<file path="config.mk">
export PLATFORM = sky130hd
export DESIGN_NAME = rnn_out_deser
export DESIGN_NICKNAME = d
export VERILOG_FILES = /design/src/rtl/rnn_pkg.sv /design/src/rtl/rnn_sync_fifo.sv /design/src/rtl/rnn_out_deser.sv
export SDC_FILE = /design/constraint.sdc
export NUM_CORES = 1
export LEC_CHECK = 0
export CAP_MARGIN = 15
export CELL_PAD_IN_SITES_DETAIL_PLACEMENT = 1
export CELL_PAD_IN_SITES_GLOBAL_PLACEMENT = 1
export CORE_AREA = 2 2 97 99
export DETAILED_ROUTE_END_ITERATION = 6
export DIE_AREA = 0 0 99 101
export GPL_ROUTABILITY_DRIVEN = 0
export GPL_TIMING_DRIVEN = 0
export PLACE_DENSITY_LB_ADDON = 0.12
export REMOVE_ABC_BUFFERS = 1
export SETUP_SLACK_MARGIN = 0.3
export SLEW_MARGIN = 20
export SYNTH_ARGS = -nofsm -noshare
export SYNTH_HDL_FRONTEND = slang
export SYNTH_SLANG_ARGS = --single-unit
</file>
<file path="constraint.sdc">
create_clock -name CLK -period 3.64 [get_ports CLK]
set_input_delay 0.728 -clock CLK [delete_from_list [all_inputs] [get_ports CLK]]
set_output_delay 0.728 -clock CLK [all_outputs]
set_load 0.01 [all_outputs]
</file>
<file path="src/rtl/rnn_pkg.sv">
// Shared definitions for the RNN serial output path: frame width, deserialiser
// state encoding and a width helper for counters.
package rnn_pkg;

   localparam int unsigned RNN_DATA_W     = 8;
   localparam int unsigned RNN_FRAME_BITS = RNN_DATA_W;

   typedef enum logic [1:0] {IDLE, REQ, RECV, BACKOFF} deser_state_e;

   // Bits needed to index n positions, never less than one.
   function automatic int unsigned cnt_width(input int unsigned n);
      return (n < 2) ? 1 : $clog2(n);
   endfunction

endpackage

</file>
<file path="src/rtl/rnn_sync_fifo.sv">
// Synchronous FIFO with registered count and flags; head word is read from the
// register array at the read pointer.
module rnn_sync_fifo #(
   parameter int unsigned WIDTH = 8,
   parameter int unsigned DEPTH = 4
) (
   input  logic                       i_clk,
   input  logic                       i_rst,
   input  logic                       i_push,
   input  logic [WIDTH-1:0]           i_data,
   input  logic                       i_pop,
   output logic [WIDTH-1:0]           o_data,
   output logic                       o_full,
   output logic                       o_empty,
   output logic [$clog2(DEPTH+1)-1:0] o_count
);

   localparam int unsigned AW = $clog2(DEPTH);
   localparam int unsigned CW = $clog2(DEPTH + 1);

   logic [WIDTH-1:0] r_mem [DEPTH];
   logic [AW-1:0]    r_wr_ptr;
   logic [AW-1:0]    r_rd_ptr;
   logic [CW-1:0]    r_count;
   logic [CW-1:0]    w_count_nxt;
   logic             r_full;
   logic             r_empty;
   logic             w_do_push;
   logic             w_do_pop;

   // A push while full is accepted only when the same edge frees a slot.
   always_comb begin
      w_do_pop    = i_pop && !r_empty;
      w_do_push   = i_push && (!r_full || w_do_pop);
      w_count_nxt = r_count;
      if (w_do_push && !w_do_pop) begin
         w_count_nxt = r_count + CW'(1);
      end else if (!w_do_push && w_do_pop) begin
         w_count_nxt = r_count - CW'(1);
      end
   end

   always_ff @(posedge i_clk) begin
      if (i_rst) begin
         r_mem    <= '{default: '0};
         r_wr_ptr <= '0;
         r_rd_ptr <= '0;
         r_count  <= '0;
         r_full   <= 1'b0;
         r_empty  <= 1'b1;
      end else begin
         if (w_do_push) begin
            r_mem[r_wr_ptr] <= i_data;
            r_wr_ptr        <= r_wr_ptr + AW'(1);
         end
         if (w_do_pop) begin
            r_rd_ptr <= r_rd_ptr + AW'(1);
         end
         r_count <= w_count_nxt;
         r_empty <= (w_count_nxt == '0);
         r_full  <= (w_count_nxt == CW'(DEPTH));
      end
   end

   assign o_data  = r_mem[r_rd_ptr];
   assign o_full  = r_full;
   assign o_empty = r_empty;
   assign o_count = r_count;

endmodule

</file>
<file path="src/rtl/rnn_out_deser.sv">
// Requests bit-serial frames from the RNN, deserialises them LSB first and
// buffers the words for a valid/ready consumer, flagging timeouts and stray ACKs.
module rnn_out_deser
   import rnn_pkg::*;
#(
   parameter int unsigned DATA_W     = RNN_FRAME_BITS,
   parameter int unsigned FIFO_DEPTH = 4,
   parameter int unsigned TIMEOUT    = 255
) (
   input  logic                            CLK,
   input  logic                            RSTB,
   input  logic                            EN,
   output logic                            OUT_REQ,
   input  logic                            OUT_ACK,
   input  logic                            OUT_DATA,
   output logic [DATA_W-1:0]               M_DATA,
   output logic                            M_VALID,
   input  logic                            M_READY,
   output logic [$clog2(FIFO_DEPTH+1)-1:0] FIFO_CNT,
   output logic                            BUSY,
   output logic                            TIMEOUT_ERR,
   output logic                            PROTO_ERR,
   input  logic                            CLR_ERR
);

   localparam int unsigned       CNT_W    = cnt_width(DATA_W);
   localparam int unsigned       TO_W     = $clog2(TIMEOUT + 2);
   localparam logic [CNT_W-1:0]  LAST_BIT = CNT_W'(DATA_W - 1);
   localparam logic [TO_W-1:0]   TO_LIMIT = TO_W'(TIMEOUT);

   deser_state_e      r_state;
   deser_state_e      w_next;
   logic [DATA_W-1:0] r_shift;
   logic [DATA_W-1:0] w_word;
   logic [CNT_W-1:0]  r_bitcnt;
   logic [TO_W-1:0]   r_to_cnt;
   logic [TO_W-1:0]   w_to_inc;
   logic              r_out_req;
   logic              r_busy;
   logic              r_to_err;
   logic              r_proto_err;
   logic              w_push;
   logic              w_to_hit;
   logic              w_proto_hit;
   logic              w_fifo_full;
   logic              w_fifo_empty;

   // An ACK on the edge where the count would reach the limit takes priority.
   always_comb begin
      w_next      = r_state;
      w_push      = 1'b0;
      w_to_hit    = 1'b0;
      w_proto_hit = 1'b0;
      w_to_inc    = r_to_cnt + TO_W'(1);
      w_word      = r_shift;
      w_word[DATA_W-1] = OUT_DATA;
      case (r_state)
         IDLE: begin
            if (EN && !w_fifo_full) w_next = REQ;
         end
         REQ: begin
            if (OUT_ACK) begin
               w_next = RECV;
            end else if ((TIMEOUT != 0) && (w_to_inc == TO_LIMIT)) begin
               w_to_hit = 1'b1;
               w_next   = BACKOFF;
            end
         end
         RECV: begin
            w_proto_hit = OUT_ACK;
            if (r_bitcnt == LAST_BIT) begin
               w_push = 1'b1;
               w_next = IDLE;
            end
         end
         BACKOFF: w_next = IDLE;
         default: w_next = IDLE;
      endcase
   end

   always_ff @(posedge CLK) begin
      if (RSTB) begin
         r_state     <= IDLE;
         r_shift     <= '0;
         r_bitcnt    <= '0;
         r_to_cnt    <= '0;
         r_out_req   <= 1'b0;
         r_busy      <= 1'b0;
         r_to_err    <= 1'b0;
         r_proto_err <= 1'b0;
      end else begin
         r_state     <= w_next;
         r_out_req   <= (w_next == REQ);
         r_busy      <= (w_next != IDLE);
         r_to_err    <= (r_to_err & ~CLR_ERR) | w_to_hit;
         r_proto_err <= (r_proto_err & ~CLR_ERR) | w_proto_hit;
         case (r_state)
            REQ: begin
               if (OUT_ACK) begin
                  r_shift[0] <= OUT_DATA;
                  r_bitcnt   <= CNT_W'(1);
                  r_to_cnt   <= '0;
               end else begin
                  r_to_cnt <= w_to_hit ? '0 : w_to_inc;
               end
            end
            RECV: begin
               r_shift[r_bitcnt] <= OUT_DATA;
               r_bitcnt <= (r_bitcnt == LAST_BIT) ? '0 : r_bitcnt + CNT_W'(1);
            end
            default: r_to_cnt <= '0;
         endcase
      end
   end

   rnn_sync_fifo #(
      .WIDTH (DATA_W),
      .DEPTH (FIFO_DEPTH)
   ) u_fifo (
      .i_clk   (CLK),
      .i_rst   (RSTB),
      .i_push  (w_push),
      .i_data  (w_word),
      .i_pop   (M_READY),
      .o_data  (M_DATA),
      .o_full  (w_fifo_full),
      .o_empty (w_fifo_empty),
      .o_count (FIFO_CNT)
   );

   assign OUT_REQ     = r_out_req;
   assign M_VALID     = ~w_fifo_empty;
   assign BUSY        = r_busy;
   assign TIMEOUT_ERR = r_to_err;
   assign PROTO_ERR   = r_proto_err;

endmodule
</file>
# Yosys cells after proc, flatten, opt, wreduce, memory -nomap -nowiden
# Index checks and enable logic that the tools add are counted.
# Widths: inputs -> output; s select.
totals:
  rom_bits: 0
  ff_bits: 67
  elab_cells: 92
  in_bits: 7
  ram_bits: 0
  latch_bits: 0
  n_memories: 0
op_classes:
  bitwise: 8
  magnitude_cmp: 5
  n_shift: 0
  n_mux: 30
  add_sub_neg: 6
  n_reduce_logical: 17
  eq_ne: 8
  n_div: 0
  multipliers: 0
op_table:
  columns: ["cell", "n"]
  rows:
  - ["$bwmux 32", 1]
  - ["$mux 8", 3]
  - ["$mux 9", 2]
  - ["$pmux 9 s2", 1]
  - ["$bmux 8 s2", 1]
  - ["$demux 8 s2", 1]
  - ["$mux 3", 4]
  - ["$add 9x1->9 const B", 1]
  - ["$eq 9x8->1 const B", 1]
  - ["$bwmux 8", 1]
  - ["$mux 1", 8]
  - ["$mux 2", 4]
  - ["$pmux 2 s4", 1]
  - ["$logic_and 1x1->1", 7]
  - ["$add 3x1->3 const B", 2]
  - ["$eq 3x3->1 const B", 2]
  - ["$ge 3x3->1 const B", 2]
  - ["$not 2->3", 2]
  - ["$pmux 3 s2", 1]
  - ["$add 2x1->2 const B", 2]
  - ["$eq 2x1->1 const B", 2]
  - ["$eq 2x2->1 const B", 2]
  - ["$logic_not 1->1", 4]
  - ["$lt 3x4->1 const B", 1]
  - ["14 further kinds", 18]

# Logic depth before layout (Yosys ltp)
logic_depth:
  word_depth: 9
  mapped_depth: 8
  mapped_depth_nobuf: 7

# Hierarchy
# A second synthesis with hierarchy kept.
hier_totals:
  cells_unflattened: 352
  hier_area_um2: 3209.3
modules_own_cells:
  columns: ["mod", "cells_per_inst", "seq_area_each_um2", "instances", "area_per_inst_um2"]
  rows:
  - ["rnn_sync_fifo", 204, 820.8, 1, 1930.6]
  - ["rnn_out_deser", 148, 500.5, 1, 1278.7]

# Worst setup path before layout
# OpenSTA, ideal clock, no wires.
synth_timing:
  path_type: "register -> register"
  start: "register r_to_cnt[1]"
  end: "register r_to_cnt[3]"
  required_ns: 3.523
  path_slack_ns: 1.439
  t_arrival_ns: 2.084
  path_stages_with_launch: 9
  synth_period_minus_slack_ns: 2.201
  path_buffers: 1
  setup_ns: 0.117
  path_cell_list: "dfxtp_1 ha_1 clkbuf_2 a21bo_2 or4b_1 o211ai_2 a311oi_4 a21o_2 a22o_2"
synth_between:
  elab_chain_len: 8
synth_rtl:
  columns: ["element", "line_no", "text"]
  rows:
  - ["start: declaration", "rnn_out_deser.sv:36", "logic [TO_W-1:0] r_to_cnt;"]
  - ["start signal: assignment", "rnn_out_deser.sv:104", "r_to_cnt <= w_to_hit ? '0 : w_to_inc;"]
  - ["$add 9x1->9 (*)", "rnn_out_deser.sv:54", "w_to_inc = r_to_cnt + TO_W'(1);"]
  - ["$eq 9x8->1", "rnn_out_deser.sv:64", "end else if ((TIMEOUT != 0) && (w_to_inc == TO_LIMIT)) begin"]
  - ["$mux 1", "rnn_out_deser.sv:64", null]
  - ["$mux 1", "rnn_out_deser.sv:62", "if (OUT_ACK) begin"]
  - ["$mux 1", "rnn_out_deser.sv:57", "case (r_state)"]
  - ["$mux 9 (*)", "rnn_out_deser.sv:104", null]
  - ["$mux 9 (*)", "rnn_out_deser.sv:99", "if (OUT_ACK) begin"]
  - ["$pmux 9 s2 (*)", "rnn_out_deser.sv:97", "case (r_state)"]
# Every way passes the cells marked *; elsewhere a longest branch is shown, timed or not.
# A chain may end at the register's enable or synchronous reset.

# Worst setup path in the final report
layout_timing:
  start: "register u_fifo.r_rd_ptr[0]"
  end: "output M_DATA[3]"
layout_between:
  elab_chain_len: 4
layout_rtl:
  columns: ["element", "line_no", "text"]
  rows:
  - ["start: declaration", "rnn_sync_fifo.sv:23", "logic [AW-1:0] r_rd_ptr;"]
  - ["start signal: assignment", "rnn_sync_fifo.sv:57", "r_rd_ptr <= r_rd_ptr + AW'(1);"]
  - ["$not 2->3 (not written as such)", "rnn_sync_fifo.sv:65", "assign o_data = r_mem[r_rd_ptr];"]
  - ["$bmux 8 s2", "rnn_sync_fifo.sv:65", null]
  - ["$mux 8 (not written as such) (2 in a row)", "rnn_sync_fifo.sv:65", null]
  - ["end: declaration", "rnn_out_deser.sv:16", "output logic [DATA_W-1:0] M_DATA,"]
# No other way between the ends. The select of a mux whose other input is x is not followed.

==> flow_summary.json <==
{
  "outcome": "completed",
  "drt_iter0_drc": 64,
  "grt_pass1_vias": 2454,
  "final.setup.worst_slack_ns": 0.735,
  "die_area_sq_um": 10000,
  "min_period_ns": 2.91,
  "yosysWarnings": 0,
  "path_cells": "mux4_2 > clkdlybuf4s50_1",
  "synth_simple_gate_area_share_pct": 23.2,
  "via_count": 2470,
  "worstPathMaxFanout": 10,
  "ys_seq_area_share_pct": 43.5,
  "cp-end-kind": "primary output",
  "die_h_um": 101,
  "synth_adder_area_share_pct": 4.12,
  "numCtsBuffers": 9,
  "start_util_pct": 33.8,
  "hold_path_class": "reg -> reg",
  "muxShareOfSynthArea_pct": 9.23,
  "grt_max_degree": 62,
  "fillers": 1077,
  "overflow": 0,
  "antenna_found_initial": 0,
  "drv_cap": 0,
  "dr.max_layer_used": "met4",
  "clock_path_buffers": 2,
  "hpwl_um": 4940,
  "crit_arrival_ns": 2.18,
  "synth_ff_type": "dfxtp_1",
  "antenna_left": 0,
  "p_per_area_nw_per_um2": 466,
  "syn_inst": 356,
  "synth_top_area_cell": "dfxtp_1",
  "wl_met1_um": 3570,
  "root_buffer": "clkbuf_8",
  "post-route-drc-count": 0,
  "path_clk_slew_ns": 0.07,
  "cts.hold.buffers_added": 0,
  "synth-compound-area-share_pct": 14.3,
  "wl_met3_um": 194,
  "core_area_sq_um": 8980,
  "critPathBufInv": 1,
  "yosysUniqueCellTypes": 47,
  "vias_per_cell": 5.07,
  "cts.sinks": 66,
  "yosys-top-cells-count": "nand2_1 (82), dfxtp_1 (66), a21oi_1 (45)",
  "r2r_setup_slack_ns": 0.90,
  "ys_seq_elements": 66,
  "relSlewSlack_pct": 44.0,
  "cp_top_family": "flip-flops",
  "slowest_delay_ns": 0.74,
  "cp-start-kind": "flip-flop",
  "drt_pass1_iterations": 4,
  "dpl_cell_area_sq_um": 3320,
  "synth_edf_count": 0,
  "synth_xor_area_share_pct": 2.02,
  "insertion_delay_ns": 0.34,
  "critPathKind": "reg -> out",
  "fp.dieW_um": 99,
  "cts_tree": "done",
  "grt_pass1_wl_um": 12400,
  "synth_top_family_by_area": "simple AND/OR/NAND/NOR gates",
  "finalSetupViolCount": 0,
  "post_cts_buffers": 0,
  "async_reset_ff_share_pct": 0,
  "finalCritPeriodShare_pct": 79.8,
  "grt_usage_pct": 15.9,
  "drt-total-wl_um": 7370,
  "num_io_pins": 23,
  "syn_avg_cell_area_sq_um": 8.53,
  "cts_resized": 0,
  "fmax_mhz": 344,
  "wl_per_cell_um": 15.1,
  "synth_most_common_cell": "nand2_1",
  "hold_viol": 0,
  "num_antenna_cells": 0,
  "tightest_slew_ns": 0.839,
  "route.met2.wl_um": 3530,
  "leakage_nw": 1.23,
  "synth_top_area_share_pct": 43.5,
  "area_growth_pct": 16.4,
  "drive_gt1_share_pct": 7.98,
  "core.rowCount": 35,
  "irDropWorstVdd_mv": 0.222,
  "cp.required_ns": 2.91,
  "final-max-slew-violation-count": 0,
  "h-tree-depth": 3,
  "skew_ns": 0.0116,
  "preCtsSetupSlack_ns": 0.820,
  "crit_slowest_cell": "dfxtp_1",
  "rsz0062_at_grt": "false",
  "yosys-top-cells-area": "dfxtp_1 (44%), nand2_1 (10%), a21oi_1 (7.4%), mux4_2 (5.9%), ha_1 (4.1%)",
  "place.port_buffers": 22,
  "fin_area_sq_um": 3530,
  "nNetsFinal": 388,
  "syn_area_sq_um": 3040
}
-- layer usage --
metal / global-route usage (%) / vias to the layer above
li1: - / 1248
met1: 20.6 / 1197
met2: 25.7 / 20
met3: 4.72 / 5
met4: 4.74 / 0
met5: 0 / -
-- cell type report --
type	count	area, sq um	share of cell area, %
sequential	66	1320	37.4
clock inverter	5	78.8	2.23
tap	111	139	3.93
timing repair buffer	22	218	6.16
clock buffer	11	131	3.72
multi-input combinational	261	1600	45.4
inverter	11	41.3	1.17
-- registers in the layout, summed over array words and instances, names as in the netlist --
register / cells
u_fifo.r_mem: 32
r_bitcnt: 3
u_fifo.o_empty: 1
r_shift: 7
u_fifo.o_full: 1
PROTO_ERR: 1
TIMEOUT_ERR: 1
u_fifo.r_rd_ptr: 2
BUSY: 1
OUT_REQ: 1
u_fifo.o_count: 3
r_state: 2
u_fifo.r_wr_ptr: 2
r_to_cnt: 9
-- placed cells by master (no fill, tap or decap), types with 3 or more instances in the layout --
| cell type | count |
|---|---|
| nand2_1 | 82 |
| dfxtp_1 | 66 |
| a21oi_1 | 45 |
| nor2_1 | 29 |
| clkdlybuf4s50_1 | 21 |
| inv_1 | 11 |
| mux2i_1 | 10 |
| ha_1 | 10 |
| clkbuf_8 | 9 |
| mux4_2 | 8 |
| and2_1 | 7 |
| nand3_1 | 6 |
| o21ai_0 | 6 |
| nor2b_1 | 5 |
| nor4_1 | 4 |
| nor3_1 | 4 |
| xnor2_1 | 4 |
| nor3b_1 | 3 |
| nand2b_1 | 3 |
| xor2_1 | 3 |
| or3_1 | 3 |
-- stage by stage --
stage	total power [mW]	utilization [%]	TNS [ns]	hold WS (ns)	cells
after global placement	0.998	37.0	-1.54	0.440	471
after floorplan	0.914	-	0	0.427	338
final	1.65	39.3	0	0.456	487
after global routing	1.74	39.3	0	0.474	487
after CTS	1.68	39.3	0	0.459	487
after detailed placement	1.00	37.0	0	0.448	471
-- power breakdown --
part / switching, mW / total (mW) / internal (mW)
clock network: 0.280 / 0.665 / 0.385
logic: 0.0907 / 0.185 / 0.0943
registers: 0.0435 / 0.795 / 0.752
-- worst min-delay path: cells and delay by family, from the launching register on --
family,cells,cell delay (ns)
DFF,1,0.31
and+or+nand+nor,1,0.05
AOI/OAI and AO/OA,1,0.05
-- cells by family after synthesis --
family | Yosys count
flops | 66
compound gates | 70
xor+xnor | 7
fa+ha+maj | 10
buf+inv | 29
simple gates | 156
mux | 18
-- final timing paths --
kind                                    startpoint                to  cells past startpoint
worst min-delay path              u_fifo.r_mem[11]  u_fifo.r_mem[11]                      2
worst max-delay path            u_fifo.r_rd_ptr[0]         M_DATA[3]                      2
worst min register to register    u_fifo.r_mem[11]  u_fifo.r_mem[11]                      2
worst max register to register          r_state[1]  u_fifo.r_mem[30]                      6
Power figures use the tool's default switching activity.
